--- src/rtl/expr_eval.sv ---
// expr_eval: streaming digit((+|*)digit)* evaluator with '*' precedence; define EXPR_EVAL_OVF_EN for sticky overflow detection
module expr_eval #(
  parameter int WIDTH = 32
) (
  input  logic             clk,
  input  logic             clr,
  input  logic [7:0]       in,
  input  logic             in_valid,
  output logic [WIDTH-1:0] result,
  output logic             res_valid,
  output logic             legal,
  output logic             err,
  output logic             ovf
);
  typedef enum logic [1:0] {START, AFTER_DIGIT, AFTER_OP, ERROR} state_t;
  state_t state, state_n;
  logic [WIDTH-1:0] sum, term, d, t_mul, t_nxt, sum_add;
  logic mul_pend, is_dig, is_op, dig_ok;
`ifdef EXPR_EVAL_OVF_EN
  logic [WIDTH+3:0] prod;
  logic [WIDTH:0] add;
  assign prod = {4'b0, term} * {{WIDTH{1'b0}}, in[3:0]};
  assign add = {1'b0, sum} + {1'b0, term};
  assign t_mul = prod[WIDTH-1:0];
  assign sum_add = add[WIDTH-1:0];
  always_ff @(posedge clk)
    if (!clr) ovf <= 1'b0;
    else if ((dig_ok && mul_pend && |prod[WIDTH+3:WIDTH]) || (in_valid && state == AFTER_DIGIT && in == 8'h2b && add[WIDTH])) ovf <= 1'b1;
`else
  assign t_mul = term * d;
  assign sum_add = sum + term;
  assign ovf = 1'b0;
`endif
  always_comb begin
    is_dig = in >= 8'h30 && in <= 8'h39;
    is_op = in == 8'h2b || in == 8'h2a;
    d = WIDTH'(in[3:0]);
    t_nxt = mul_pend ? t_mul : d;
    dig_ok = in_valid && is_dig && (state == START || state == AFTER_OP);
    state_n = !in_valid || state == ERROR ? state :
              state == AFTER_DIGIT ? (is_op ? AFTER_OP : ERROR) :
              is_dig ? AFTER_DIGIT : ERROR;
  end
  always_ff @(posedge clk)
    if (!clr) begin
      state <= START;
      sum <= '0;
      term <= '0;
      mul_pend <= 1'b0;
      result <= '0;
      res_valid <= 1'b0;
    end else begin
      state <= state_n;
      res_valid <= dig_ok;
      if (dig_ok) begin
        term <= t_nxt;
        result <= (state == START ? '0 : sum) + t_nxt;
      end
      if (dig_ok && state == START) sum <= '0;
      if (in_valid && state == AFTER_DIGIT && is_op) begin
        mul_pend <= in == 8'h2a;
        if (in == 8'h2b) sum <= sum_add;
      end
    end
  assign legal = state == AFTER_DIGIT;
  assign err = state == ERROR;
endmodule

--- config.mk ---
export PLATFORM = sky130hd
export DESIGN_NAME = expr_eval
export DESIGN_NICKNAME = d
export VERILOG_FILES = /design/src/rtl/expr_eval.sv
export SDC_FILE = /design/constraint.sdc
export NUM_CORES = 1
export LEC_CHECK = 0
export CORE_MARGIN = 2
export CORE_UTILIZATION = 63
export DETAILED_ROUTE_END_ITERATION = 16
export PLACE_DENSITY_LB_ADDON = 0.12
export REMOVE_ABC_BUFFERS = 1
export SYNTH_ARGS = -nofsm -noshare
export SYNTH_HDL_FRONTEND = slang
export SYNTH_SLANG_ARGS = --single-unit
--- constraint.sdc ---
create_clock -name clk -period 8.6 [get_ports clk]
set_clock_uncertainty 0.2 [all_clocks]
set_input_delay 0.86 -clock clk [delete_from_list [all_inputs] [get_ports clk]]
set_output_delay 0.86 -clock clk [all_outputs]
set_load 0.01 [all_outputs]
# After elaboration in Yosys (flattened, before gate mapping)

Cells that the tools add are included.
W data, S select, Z words.

Equal/unequal tests: 5
$add $sub $neg: 2
Muxes and demuxes: 8
Reduce and logical (&&, ||, !) cells: 11
$mul: 1
$lt $le $gt $ge: 2

Operator list:

| cell                 | number |
|---|---|
| $mux W32             | 5 |
| $add A32 B32 Y32     | 2 |
| $mul A32 B4 Y32      | 1 |
| $eq A8 B6 Y1 const B | 2 |
| $ge A8 B6 Y1 const B | 1 |
| $le A8 B6 Y1 const B | 1 |
| $logic_and A1 B1 Y1  | 6 |
| $eq A2 B2 Y1 const B | 2 |
| $mux W2              | 2 |
| $logic_or A1 B1 Y1   | 3 |
| $eq A2 B1 Y1 const B | 1 |
| $logic_not A2 Y1     | 1 |
| $logic_not A1 Y1     | 1 |
| $mux W1              | 1 |

Flip-flop bits (word level): 100
Output and inout bits: 36

# Logic depth before layout (Yosys ltp)

Word-level depth: 8
Mapped depth: 30
Mapped depth without buffers: 28

# Worst setup path before layout

Ideal clock, no wire load.

Kind: input-to-reg
From: input in[2]
To: register result[31]
Arrival: 6.548 ns
Stages on the path: 30
Slack: 1.733 ns
Required time: 8.281 ns
Path buffers: 2
Path through: clkbuf_1 > clkbuf_1 > and2_1 > fa_1 > inv_1 > fa_1 > inv_1 > ha_1 > a21oi_1 > o21a_1 > nor2_1 > a211oi_1 > nand2_1 > a21o_1 > a21oi_1 > o21bai_1 > a21oi_1 > xnor2_1 > and2_1 > ha_1 > and4_4 > a31o_1 > a21o_1 > o31ai_4 > a21oi_2 > a221o_2 > a221o_1 > a21oi_2 > xnor2_1 > a21oi_1

Elaborated cells between the ends (all ways): 8

RTL lines:

| item                 | RTL line | text |
|---|---|---|
| from (decl)          | 7        | `input logic [7:0] in,` |
| $mul A32 B4 Y32      | 30       | `assign t_mul = term * d;` |
| $mux W32             | 38       | `t_nxt = mul_pend ? t_mul : d;` |
| via t_nxt[18]        | 17       | `logic [WIDTH-1:0] sum, term, d, t_mul, t_nxt, sum_add;` |
| $add A32 B32 Y32     | 57       | `result <= (state == START ? '0 : sum) + t_nxt;` |
| to (signal assigned) | 57       |  |
| to (decl)            | 9        | `output logic [WIDTH-1:0] result,` |

The timed path passes the listed nets, and every way through them passes these cells.
A chain may end at the register's enable or synchronous reset.

# Worst setup path after layout

From: input in[1]
To: register result[29]

Same word-level chain as after synthesis.

==> metrics.cfg <==
[status]
outcome = complete, no violations

[worst_setup_path]
timing.critical_path.to_type = flop
ff_to_ff_start = term[2]
slowest_stage = sky130_fd_sc_hd__or4b_2
reg2reg_slack_ns = 1.77
critical_path_arrival_ns = 7.69
timing.critical_path.slowest_cell_delay_ns = 0.62
worstPathMaxFanout = 18
timing.critical_path.mode_cell = sky130_fd_sc_hd__a21oi_1
timing.setup.critical_path_class = in2reg
worst_r2r_endpoint = result[29]
reg2reg_depth = 26
startpoint_type = primary input
startpoint = in[1]
worst_ep_required_time_ns = 8.67

[place]
port_buffer_cells = 45
finalWeightedCongestion = 0.9396
dp_worst_setup_slack_ns = 0.7095
detailed_placer_s_ending_hpwl_microns = 19440
placedInstanceArea_sq_um = 11040

[timing]
final_period_minus_worst_setup_slack_ns = 7.621
worst_pin_slew_ns = 0.8392
max_slew_margin_pct = 44.05
hold_viol = 0
setup-violations-final = 0
final.setup.worst_slack_ns = 0.9788
achievable-frequency_ghz = 0.1312
timing.final.max_slew_violations = 0
fin_setup_tns_ns = 0
rsz0062_at_grt = no
fin_crit_sh_pct = 88.62

[run]
maxCapViolations = 0

[final_layout]
diodes = 0
finish.net_count = 1543
n_fill_cell = 1405
syn_to_final_growth_pct = 8.901
post_route_cells_drive_above_1_share_pct = 4.552
layout.core_utilization_pct = 69.33
finalInstanceArea_sq_um = 11370
layout_common_cells = sky130_fd_sc_hd__nand2_1 (204), sky130_fd_sc_hd__a21oi_1 (146), sky130_fd_sc_hd__inv_1 (115), sky130_fd_sc_hd__and2_1 (106), sky130_fd_sc_hd__dfxtp_1 (100)
layout_commonest_cell = sky130_fd_sc_hd__nand2_1

[global_routing]
grt_pass1_vias = 8919
grt_pass1_wl_microns = 42990
grtUsageTotal_pct = 29.96
grt_max_degree = 68
grt.overflow.total = 0
antenna_found_initial = 0

[clock_tree]
tritoncts = yes
postCtsSetupBuffers = 0
clkLatencyLatePin_ns = 0.36
cts_repair_resize_count = 0
cts-buffers-inserted = 9
clock_tree.htree_level_count = 3
post_cts_hold_buffer_count = 0
root_buffer = sky130_fd_sc_hd__clkbuf_16
clock_path_buffers = 2
clkSinkCount = 100
clkSlewWorstSetupHoldPaths_ns = 0.07

[power_and_ir_drop]
clkPwrFrac_pct = 47.5
netSwitchingFraction_pct = 23.73
ir_drop_v = 0.0001080
power.share.sequential_pct = 47.7
p_switching_mw = 0.2312
power_leakage_nw = 5.324
share_comb_of_total_power_pct = 4.8
power-per-cell-area_nw_per_um2 = 85.65
internal_power_mw = 0.7430

[floorplan]
initial_core_util_pct = 63.66
rows = 47
die_x_microns = 132.8
ios = 47
core_sq_um = 16410
die-area_sq_um = 17630
die_h_microns = 132.8

[synth]
synth_top_cell_area_share_pct = 19.17
postSynthAreaPerCell_sq_um = 7.675
yosys_warnings = 0
postSynth.topFlopCell = sky130_fd_sc_hd__dfxtp_1
yosys_register_bits = 100
yosysTopAreaCell = sky130_fd_sc_hd__dfxtp_1
number_of_flops_mapped_to_enable_cells_by_yosys = 0
seq_area_frac_synth_pct = 19.17
synthTopCellsByArea = sky130_fd_sc_hd__dfxtp_1 (19%), sky130_fd_sc_hd__fa_1 (11%), sky130_fd_sc_hd__ha_1 (11%)
synth_area_sq_um = 10450
synth-async-reset-ratio_pct = 0
synth.distinct_cells = 71
postSynthCellCount = 1361

[min_path]
worst_hold_path_type = reg2reg
min_path_cells = 2
beginning_of_the_worst_hold_path = result[23]
min_to = result[23]

[detailed_routing]
detailroute.via_count = 9384
routed_wirelength_microns = 25970
drt_iter0_drc = 714
dr.pass1.iters = 5
remaining_drc_errors = 0
ant_nets = 0
avgRoutedWirePerCell_microns = 16.19
vias_per_cell = 5.850

-- layer usage --
metal  share of wire, %  up-vias  track usage [%]  wire (microns)
met5                  0        -                0               0
met4                2.1        0            8.303             545
met3                6.5       37            4.138            1700
met2                 46      279            50.06           11910
met1                 46     4445            40.79           11820
li1                   -     4623                -               -
-- Yosys cell counts, types with 5 or more instances --
| cell | n |
|---|---|
| sky130_fd_sc_hd__nor2_1 | 65 |
| sky130_fd_sc_hd__clkbuf_1 | 44 |
| sky130_fd_sc_hd__a32o_1 | 5 |
| sky130_fd_sc_hd__a21oi_1 | 146 |
| sky130_fd_sc_hd__xnor2_1 | 49 |
| sky130_fd_sc_hd__a211oi_1 | 12 |
| sky130_fd_sc_hd__nor2b_1 | 38 |
| sky130_fd_sc_hd__o21a_1 | 17 |
| sky130_fd_sc_hd__inv_1 | 116 |
| sky130_fd_sc_hd__a31oi_1 | 9 |
| sky130_fd_sc_hd__o211ai_1 | 7 |
| sky130_fd_sc_hd__or3_1 | 6 |
| sky130_fd_sc_hd__dfxtp_1 | 100 |
| sky130_fd_sc_hd__nor3_1 | 11 |
| sky130_fd_sc_hd__a21o_1 | 38 |
| sky130_fd_sc_hd__nand2b_1 | 16 |
| sky130_fd_sc_hd__fa_1 | 59 |
| sky130_fd_sc_hd__nand4_1 | 6 |
| sky130_fd_sc_hd__nand3_1 | 29 |
| sky130_fd_sc_hd__nand2_1 | 204 |
| sky130_fd_sc_hd__xor2_1 | 28 |
| sky130_fd_sc_hd__o21ai_0 | 52 |
| sky130_fd_sc_hd__a22oi_1 | 9 |
| sky130_fd_sc_hd__o21bai_1 | 6 |
| sky130_fd_sc_hd__and2_1 | 106 |
| sky130_fd_sc_hd__ha_1 | 94 |
| sky130_fd_sc_hd__and3_1 | 11 |
-- worst max-delay path, delay by kind of cell --
family          cells  cell delay [ns]
fa+ha+maj           4             1.69
xor+xnor            1             0.10
simple gates        7             1.53
compound gates     13             2.62
buf+inv             4             0.89
-- sequential cells by signal (all words and copies together), names as in the netlist --
| name | count |
|---|---|
| mul_pend | 1 |
| res_valid | 1 |
| result | 32 |
| state | 2 |
| sum | 32 |
| term | 32 |
-- per-stage QoR --
stage / hold WS [ns] / total power, mW / instances
2_1_floorplan: 0.2446 / 0.4912 / 1307
3_3_place_gp: 0.2366 / 0.5213 / 1588
3_5_place_dp: 0.2421 / 0.5218 / 1588
4_1_cts: 0.2520 / 0.9809 / 1604
5_1_grt: 0.2647 / 1.002 / 1604
6_report: 0.2482 / 0.9742 / 1604
-- how the worst max path moves through the flow --
stage | to | slack, ns | depth (start not counted)
3_3_place_gp | result[31] | 0.82 | 30
3_5_place_dp | result[31] | 0.71 | 30
2_1_floorplan | result[31] | 1.96 | 28
6_report | result[29] | 0.98 | 29
5_1_grt | result[29] | 0.53 | 28
4_1_cts | result[29] | 1.06 | 28
-- power by group through the flow --
stage | clock network, mW | logic (mW) | registers [mW]
floorplan | 0 | 0.0156 | 0.476
global placement | 0 | 0.0453 | 0.476
detailed placement | 0 | 0.0458 | 0.476
CTS | 0.470 | 0.0460 | 0.465
global route | 0.487 | 0.0500 | 0.465
finish | 0.463 | 0.0465 | 0.465
-- logic make-up after synthesis --
kind of cell | synth area share (%)
adder cells (fa/ha/maj) | 22.57
other | 0.03590
AO/OA/AOI/OAI | 19.85
multiplexers | 0.6109
XOR/XNOR | 6.457
buffers and inverters | 6.660
flip-flops | 19.17
AND/OR/NAND/NOR | 24.65
-- layout make-up --
cell class / instances / area, sq um / share of cell area (%)
repair buffers: 61 / 570.5 / 5.016
clock inverters: 6 / 93.84 / 0.8250
well taps: 220 / 275.3 / 2.420
multi-input cells: 1091 / 7759 / 68.21
flip-flops and latches: 100 / 2002 / 17.60
clock buffers: 10 / 239.0 / 2.101
inverters: 116 / 435.4 / 3.828
Power figures use the tool's default switching activity.
